<file path="src/rtl/au_seq.sv">
`default_nettype none
// ============================================================================
// Module   : au_seq
// Purpose  : Two-cycle microsequencer driving the 8-bit arithmetic unit from a
//            16-entry ROM, with a 4 x 8 register file and latched greater flag.
//            Optional JGF conditional jump is built when AU_SEQ_JGF_EN is set.
// Revision : 1.0 - initial release
// ============================================================================
module au_seq (
    input  logic       clk,
    input  logic       rst,
    input  logic       start,
    input  logic [7:0] ir,
    output logic [3:0] pc,
    output logic       au_en,
    output logic [3:0] ac,
    output logic [7:0] a,
    output logic [7:0] b,
    input  logic [7:0] t,
    input  logic       gf,
    output logic       busy,
    output logic       done,
    output logic [7:0] r0
);

    localparam logic [1:0] c_ST_IDLE  = 2'd0;
    localparam logic [1:0] c_ST_FETCH = 2'd1;
    localparam logic [1:0] c_ST_EXEC  = 2'd2;
    localparam logic [1:0] c_ST_HALT  = 2'd3;

    localparam logic [3:0] c_OP_ADD  = 4'b1000;
    localparam logic [3:0] c_OP_SUB  = 4'b1001;
    localparam logic [3:0] c_OP_MOV  = 4'b0100;
    localparam logic [3:0] c_OP_LDI  = 4'b0001;
    localparam logic [3:0] c_OP_HALT = 4'b1111;
`ifdef AU_SEQ_JGF_EN
    localparam logic [3:0] c_OP_JGF  = 4'b0010;
`endif

    logic [1:0] r_state;
    logic [1:0] w_state_nxt;
    logic [3:0] r_pc;
    logic [3:0] w_pc_nxt;
    logic [7:0] r_ir;
    logic [7:0] r_rf [4];
    logic       r_gf;

    logic       w_ir_ld;
    logic       w_wr_en;
    logic [7:0] w_wr_data;
    logic       w_gf_ld;

    logic [3:0] w_op;
    logic [1:0] w_rd;
    logic [1:0] w_rb;

    assign w_op = r_ir[7:4];
    assign w_rd = r_ir[3:2];
    assign w_rb = r_ir[1:0];

    always_comb begin
        w_state_nxt = r_state;
        w_pc_nxt    = r_pc;
        w_ir_ld     = 1'b0;
        w_wr_en     = 1'b0;
        w_wr_data   = 8'h00;
        w_gf_ld     = 1'b0;
        au_en       = 1'b0;
        ac          = 4'b0000;
        a           = 8'h00;
        b           = 8'h00;

        case (r_state)
            c_ST_IDLE, c_ST_HALT: begin
                if (start) begin
                    w_state_nxt = c_ST_FETCH;
                    w_pc_nxt    = 4'd0;
                end
            end
            c_ST_FETCH: begin
                w_ir_ld     = 1'b1;
                w_pc_nxt    = r_pc + 4'd1;
                w_state_nxt = c_ST_EXEC;
            end
            c_ST_EXEC: begin
                w_state_nxt = c_ST_FETCH;
                case (w_op)
                    c_OP_ADD: begin
                        au_en     = 1'b1;
                        ac        = c_OP_ADD;
                        a         = r_rf[w_rd];
                        b         = r_rf[w_rb];
                        w_wr_en   = 1'b1;
                        w_wr_data = t;
                    end
                    // Operands swap for SUB so the AU's b-a yields rd-rb
                    c_OP_SUB: begin
                        au_en     = 1'b1;
                        ac        = c_OP_SUB;
                        a         = r_rf[w_rb];
                        b         = r_rf[w_rd];
                        w_wr_en   = 1'b1;
                        w_wr_data = t;
                        w_gf_ld   = 1'b1;
                    end
                    c_OP_MOV: begin
                        au_en     = 1'b1;
                        ac        = c_OP_MOV;
                        a         = r_rf[w_rb];
                        w_wr_en   = 1'b1;
                        w_wr_data = t;
                    end
                    // ROM already presents the byte after the opcode
                    c_OP_LDI: begin
                        w_wr_en   = 1'b1;
                        w_wr_data = ir;
                        w_pc_nxt  = r_pc + 4'd1;
                    end
`ifdef AU_SEQ_JGF_EN
                    c_OP_JGF: begin
                        if (r_gf) begin
                            w_pc_nxt = r_ir[3:0];
                        end
                    end
`endif
                    c_OP_HALT: begin
                        w_state_nxt = c_ST_HALT;
                    end
                    default: begin
                    end
                endcase
            end
            default: begin
                w_state_nxt = c_ST_IDLE;
            end
        endcase
    end

    always_ff @(posedge clk) begin
        if (rst) begin
            r_state <= c_ST_IDLE;
            r_pc    <= 4'd0;
            r_ir    <= 8'h00;
            r_gf    <= 1'b0;
            for (int i = 0; i < 4; i++) begin
                r_rf[i] <= 8'h00;
            end
        end else begin
            r_state <= w_state_nxt;
            r_pc    <= w_pc_nxt;
            if (w_ir_ld) begin
                r_ir <= ir;
            end
            if (w_wr_en) begin
                r_rf[w_rd] <= w_wr_data;
            end
            if (w_gf_ld) begin
                r_gf <= gf;
            end
        end
    end

    assign pc   = r_pc;
    assign busy = (r_state == c_ST_FETCH) || (r_state == c_ST_EXEC);
    assign done = (r_state == c_ST_HALT);
    assign r0   = r_rf[0];

endmodule
`default_nettype wire

</file>
<file path="config.mk">
export PLATFORM = sky130hd
export DESIGN_NAME = au_seq
export DESIGN_NICKNAME = d
export VERILOG_FILES = /design/src/rtl/au_seq.sv
export SDC_FILE = /design/constraint.sdc
export NUM_CORES = 1
export LEC_CHECK = 0
export ABC_CLOCK_PERIOD_IN_PS = 3200
export BUFFER_PORTS_ARGS = -buffer_cell sky130_fd_sc_hd__buf_2
export CORE_MARGIN = 8
export CORE_UTILIZATION = 55
export DETAILED_ROUTE_END_ITERATION = 10
export GPL_ROUTABILITY_DRIVEN = 0
export PLACE_DENSITY = 0.85
export SYNTH_ARGS = -nofsm -noshare
export SYNTH_HDL_FRONTEND = slang
export SYNTH_SLANG_ARGS = --single-unit
</file>
<file path="constraint.sdc">
create_clock -name clk -period 3.2 [get_ports clk]
set_clock_uncertainty 0.15 [all_clocks]
set_input_delay 0.64 -clock clk [delete_from_list [all_inputs] [get_ports clk]]
set_output_delay 0.64 -clock clk [all_outputs]
set_load 0.05 [all_outputs]
</file>
* Word-level counts from Yosys, hierarchy flattened
Memories as Yosys holds them, arrays and structs flattened. A register that Yosys moved wholly into a read port is not among the register bits. Cells that the tools add are included.
Word-level totals: flip-flop bits (word level) 14, memory bits (writable) 32, bits of input ports 20, output and inout port bits 35, memories 1
Memory list:
- r_rf | words 4, bits a word 8, rd ports 3, clocked after memory_dff 2, wr ports 4, line 45 | logic [7:0] r_rf [4];
Cells by class: add/sub/neg operators 1, equal/unequal tests 10, muxes and demuxes 31, reduce and logical (&&, ||, !) cells 8
Operators by type and width (count):
- $pmux W8 S2 | 3
- $mux W8 | 4
- $pmux W4 S3 | 2
- $mux W2 | 7
- $eq A4 B4 Y1 const B | 3
- $mux W4 | 3
- $mux W1 | 11
- $reduce_or A8 Y1 | 1
- $pmux W2 S3 | 1
- $add A4 B1 Y4 const B | 1
- $eq A2 B2 Y1 const B | 2
- $eq A4 B1 Y1 const B | 1
- $eq A4 B3 Y1 const B | 1
- $reduce_or A2 Y1 | 2
- $reduce_or A4 Y1 | 1
- $reduce_or A3 Y1 | 1
- $eq A2 B1 Y1 const B | 1
- $logic_not A2 Y1 | 1
- $ne A2 B1 Y1 const B | 1
- $ne A2 B2 Y1 const B | 1
- $reduce_and A2 Y1 | 1
- $logic_or A1 B1 Y1 | 1

* Depth between registers and ports, before layout
depth after elaboration 9, depth in mapped cells 9, depth with buffers taken out 6

* Least setup slack after synthesis
Ideal clock, no wire load.
kind reg-to-output, start point register r_state[0], end point output port a[7], arrival 2.268 ns, required time 2.410 ns, slack 0.142 ns, stages on the path, launching flop included 8, buffers on the path 1, path through dfxtp_1 inv_1 ha_1 nand2b_1 clkbuf_1 nor3_2 o21ai_0 nand2_1
On the way: word-level cells in the longest chain between the ends 2
Ends and longest elaborated chain:
- from (decl) | line 40 | logic [1:0] r_state;
- from (signal assigned) | line 141 | r_state <= c_ST_IDLE;
- from (signal assigned) | line 149 | r_state <= w_state_nxt;
- $eq A2 B2 Y1 | line 73 | case (r_state)
- $mux W8 | line 73
- to (decl) | line 17 | output logic [7:0] a,
No other way between the ends.

* Worst setup path after layout
start point register r_ir[7], end point output port a[3]
On the way: word-level cells in the longest chain between the ends 4
Ends and longest elaborated chain:
- from (decl) | line 44 | logic [7:0] r_ir;
- from (signal assigned) | line 152 | r_ir <= ir;
- $eq A4 B4 Y1 / $eq A4 B3 Y1 (equally long branches) | line 87 | case (w_op)
- $reduce_or A2 Y1 (no line)
- $pmux W8 S2 * | line 87
- $mux W8 * | line 73
Every way passes the cells marked *; elsewhere a longest branch is shown, timed or not.

==> metrics <==
status finished, final reports clean; Worst setup SP type flop; port buffer count 52; Simple-Gate Fraction of Synth Area about 18%; clk slew on worst S/H paths roughly 0.080 ns; vias in the first global route roughly 2,200; Peak VDD IR about 0.22 mV; hpwl dp roughly 4.6 mm; CTS Root Cell clkbuf_8; Chip Width about 88 µm; setup TNS after final layout 0 ns; sw frac about 29%; # setup viols final 0; yosys synthesis warning count 0; DR WL/cell between 15 and 20 µm; number of synthesized flops with an enable pin 32; post-synthesis sequential area ratio between 40% and 50%; PostCTS Resize Cnt 0; fin crit period approximately 3 ns; Max-Cap Viols 0; Critical Path Fanout Max 15; antenna violations before repair 0; R2R setup slack roughly 0.59 ns; Total GRT Usage 17.6%; critical path type reg -> out; switching power 0.433 mW; global-route wire length before repair 10.3 mm; GRT Residual Overflow 0; Logic pwr share between 20 and 25%; WP data required ~2.4 ns; CP Launch Point r_ir[7]$_SDFFE_PP0P_; CTS tree built; DRT antenna net count 0; post-synthesis async set-or-reset flop share 0%; Arrival @ worst endpoint 2.19 ns; vias about 2,100; Post-Syn Area per Cell approximately 11 µm²; Slew Viols, Final 0; post-synthesis mux area share around 16%; Final Cycle Share between 90% and 100%; Reg-to-Reg Start r_ir[7]$_SDFFE_PP0P_; Adder-Cell Fraction of Synth Area 2.22%; share of cells above drive strength 1 between 30 and 40%; initial core utilization 55.9%; Num CTS Buffers 5; fin util between 60 and 70%; clock share of power between 20% and 30%; CTS Sinks 50; diode count 0; Final Cell Area 0.00325 mm²; I/O pin count 55; XOR/XNOR Fraction of Synth Area 0%; min-delay src pc[0]$_SDFFE_PP0P_; Pint about 1.1 mW; most frequent cells in the layout buf_2, nor2_1, edfxtp_1, nand2_1, dfxtp_1; register bit total from synthesis 50; latest clock arrival within the worst-skew pair ~0.3 ns; RSZ-0062 raised after global routing no; Max H-tree Level 2; Reg power frac around 51%; Primary FF master, synth edfxtp_1; Hold Crit Class reg -> reg; Nets approximately 320; Syn Std Cell Area 0.00282 mm²; syn_nets roughly 280; placed instance area 0.00314 mm²; largest net degree at the start of global routing 23; Total Wirelength a little over 6 mm; die footprint roughly 0.0077 mm²; largest family of logic cells by synthesized area simple AND/OR/NAND/NOR gates; Max Clk Rate approximately 0.34 GHz; P_leak roughly 1.3 nW; post-CTS setup buffers 0; drt via density ~5.6; Fin. Hold Viols 0; iteration count of the initial detailed-routing pass 4; Syn Inst Count roughly 250; core area slightly above 0.005 mm²; die height about 90 µm; cts hold-fix bufs 0; commonest non-fill, non-tap cell in the layout buf_2; Worst setup EP type output port; synthesis-to-layout area growth 15.2%; number of remaining DRC errors 0; max-slew headroom at the worst pin 56.6%; row count 26; Unique masters post-synth 38; CTS Buffer Depth 2; Cell Pwr Density about 470 mW/mm²; Synth Area in Compound Gates roughly 13%; Detailed Route Iter0 Violations approximately 110; Slew @ Worst Pin about 0.64 ns
-- cell usage after synthesis, types with 5 or more instances --
cell type | count | share of area (%)
a21o_1 | 16 | 4.3
a22o_1 | 15 | 4.7
clkbuf_1 | 13 | 1.7
dfxtp_1 | 18 | 13
edfxtp_1 | 32 | 34
ha_1 | 5 | 2.2
inv_1 | 6 | 0.80
mux2i_1 | 10 | 3.5
mux4_2 | 16 | 13
nand2_1 | 18 | 2.4
nand3b_1 | 17 | 4.5
nor2_1 | 38 | 5.1
nor2_2 | 8 | 1.8
-- stage by stage --
step / setup WS [ns] / hold slack (ns) / power (mW) / instances
finish: 0.224 / 0.350 / 1.51 / 370
global route: 0.0315 / 0.393 / 1.58 / 370
CTS: 0.219 / 0.351 / 1.52 / 370
detailed placement: 0.570 / 0.338 / 1.09 / 362
global placement: 0.583 / 0.337 / 1.08 / 362
floorplan: 0.142 / 0.313 / 1.01 / 251
-- cells by family after synthesis --
family,count (synthesis)
compound gates,47
flops,50
other cells,1
simple gates,97
fa+ha+maj,5
buf+inv,25
mux,26
-- critical path: stages, from the launching register on --
cell and delay [ns]:
dfxtp_1 0.64, and2b_1 0.40, nand2_1 0.09, a21oi_1 0.17
buf_4 0.19, a22o_1 0.13, buf_2 0.26
-- power groups by stage --
stage               Clock [mW]  Sequential [mW]  Combinational [mW]
floorplan                    0            0.779               0.231
global placement             0            0.779               0.298
detailed placement           0            0.783               0.305
CTS                      0.450            0.768               0.306
global route             0.475            0.775               0.332
finish                   0.438            0.767               0.306
-- metal layers --
layer | up-vias | share of wire, % | track usage [%]
li1 | 1017 | - | -
met5 | - | 0 | 0
met4 | 0 | 1.6 | 8.13
met1 | 990 | 43 | 20.4
met2 | 73 | 49 | 30.5
met3 | 9 | 6.0 | 3.38
-- worst paths after layout --
kind                                    to  cells after the start
setup reg to reg  r_rf[2][3]$_SDFFCE_PN0P_                      4
hold / removal          pc[0]$_SDFFE_PP0P_                      2
hold reg to reg         pc[0]$_SDFFE_PP0P_                      2
setup / recovery                      a[3]                      6
-- layout make-up --
type	instances	area, µm²
Inverter	6	22.5
Timing Repair Buffer	60	320
Fill cell	389	1790
Clock buffer	5	68.8
Multi-Input combinational cell	176	1390
Sequential cell	50	1320
Tap cell	70	87.6
Clock inverter	3	42.5
-- registers in the layout, indices dropped and copies added (netlist names), named ones only --
name	count
pc	4
r_ir	8
r_rf	32
r_state	2
No activity file was read; power rests on OpenSTA's default activity.
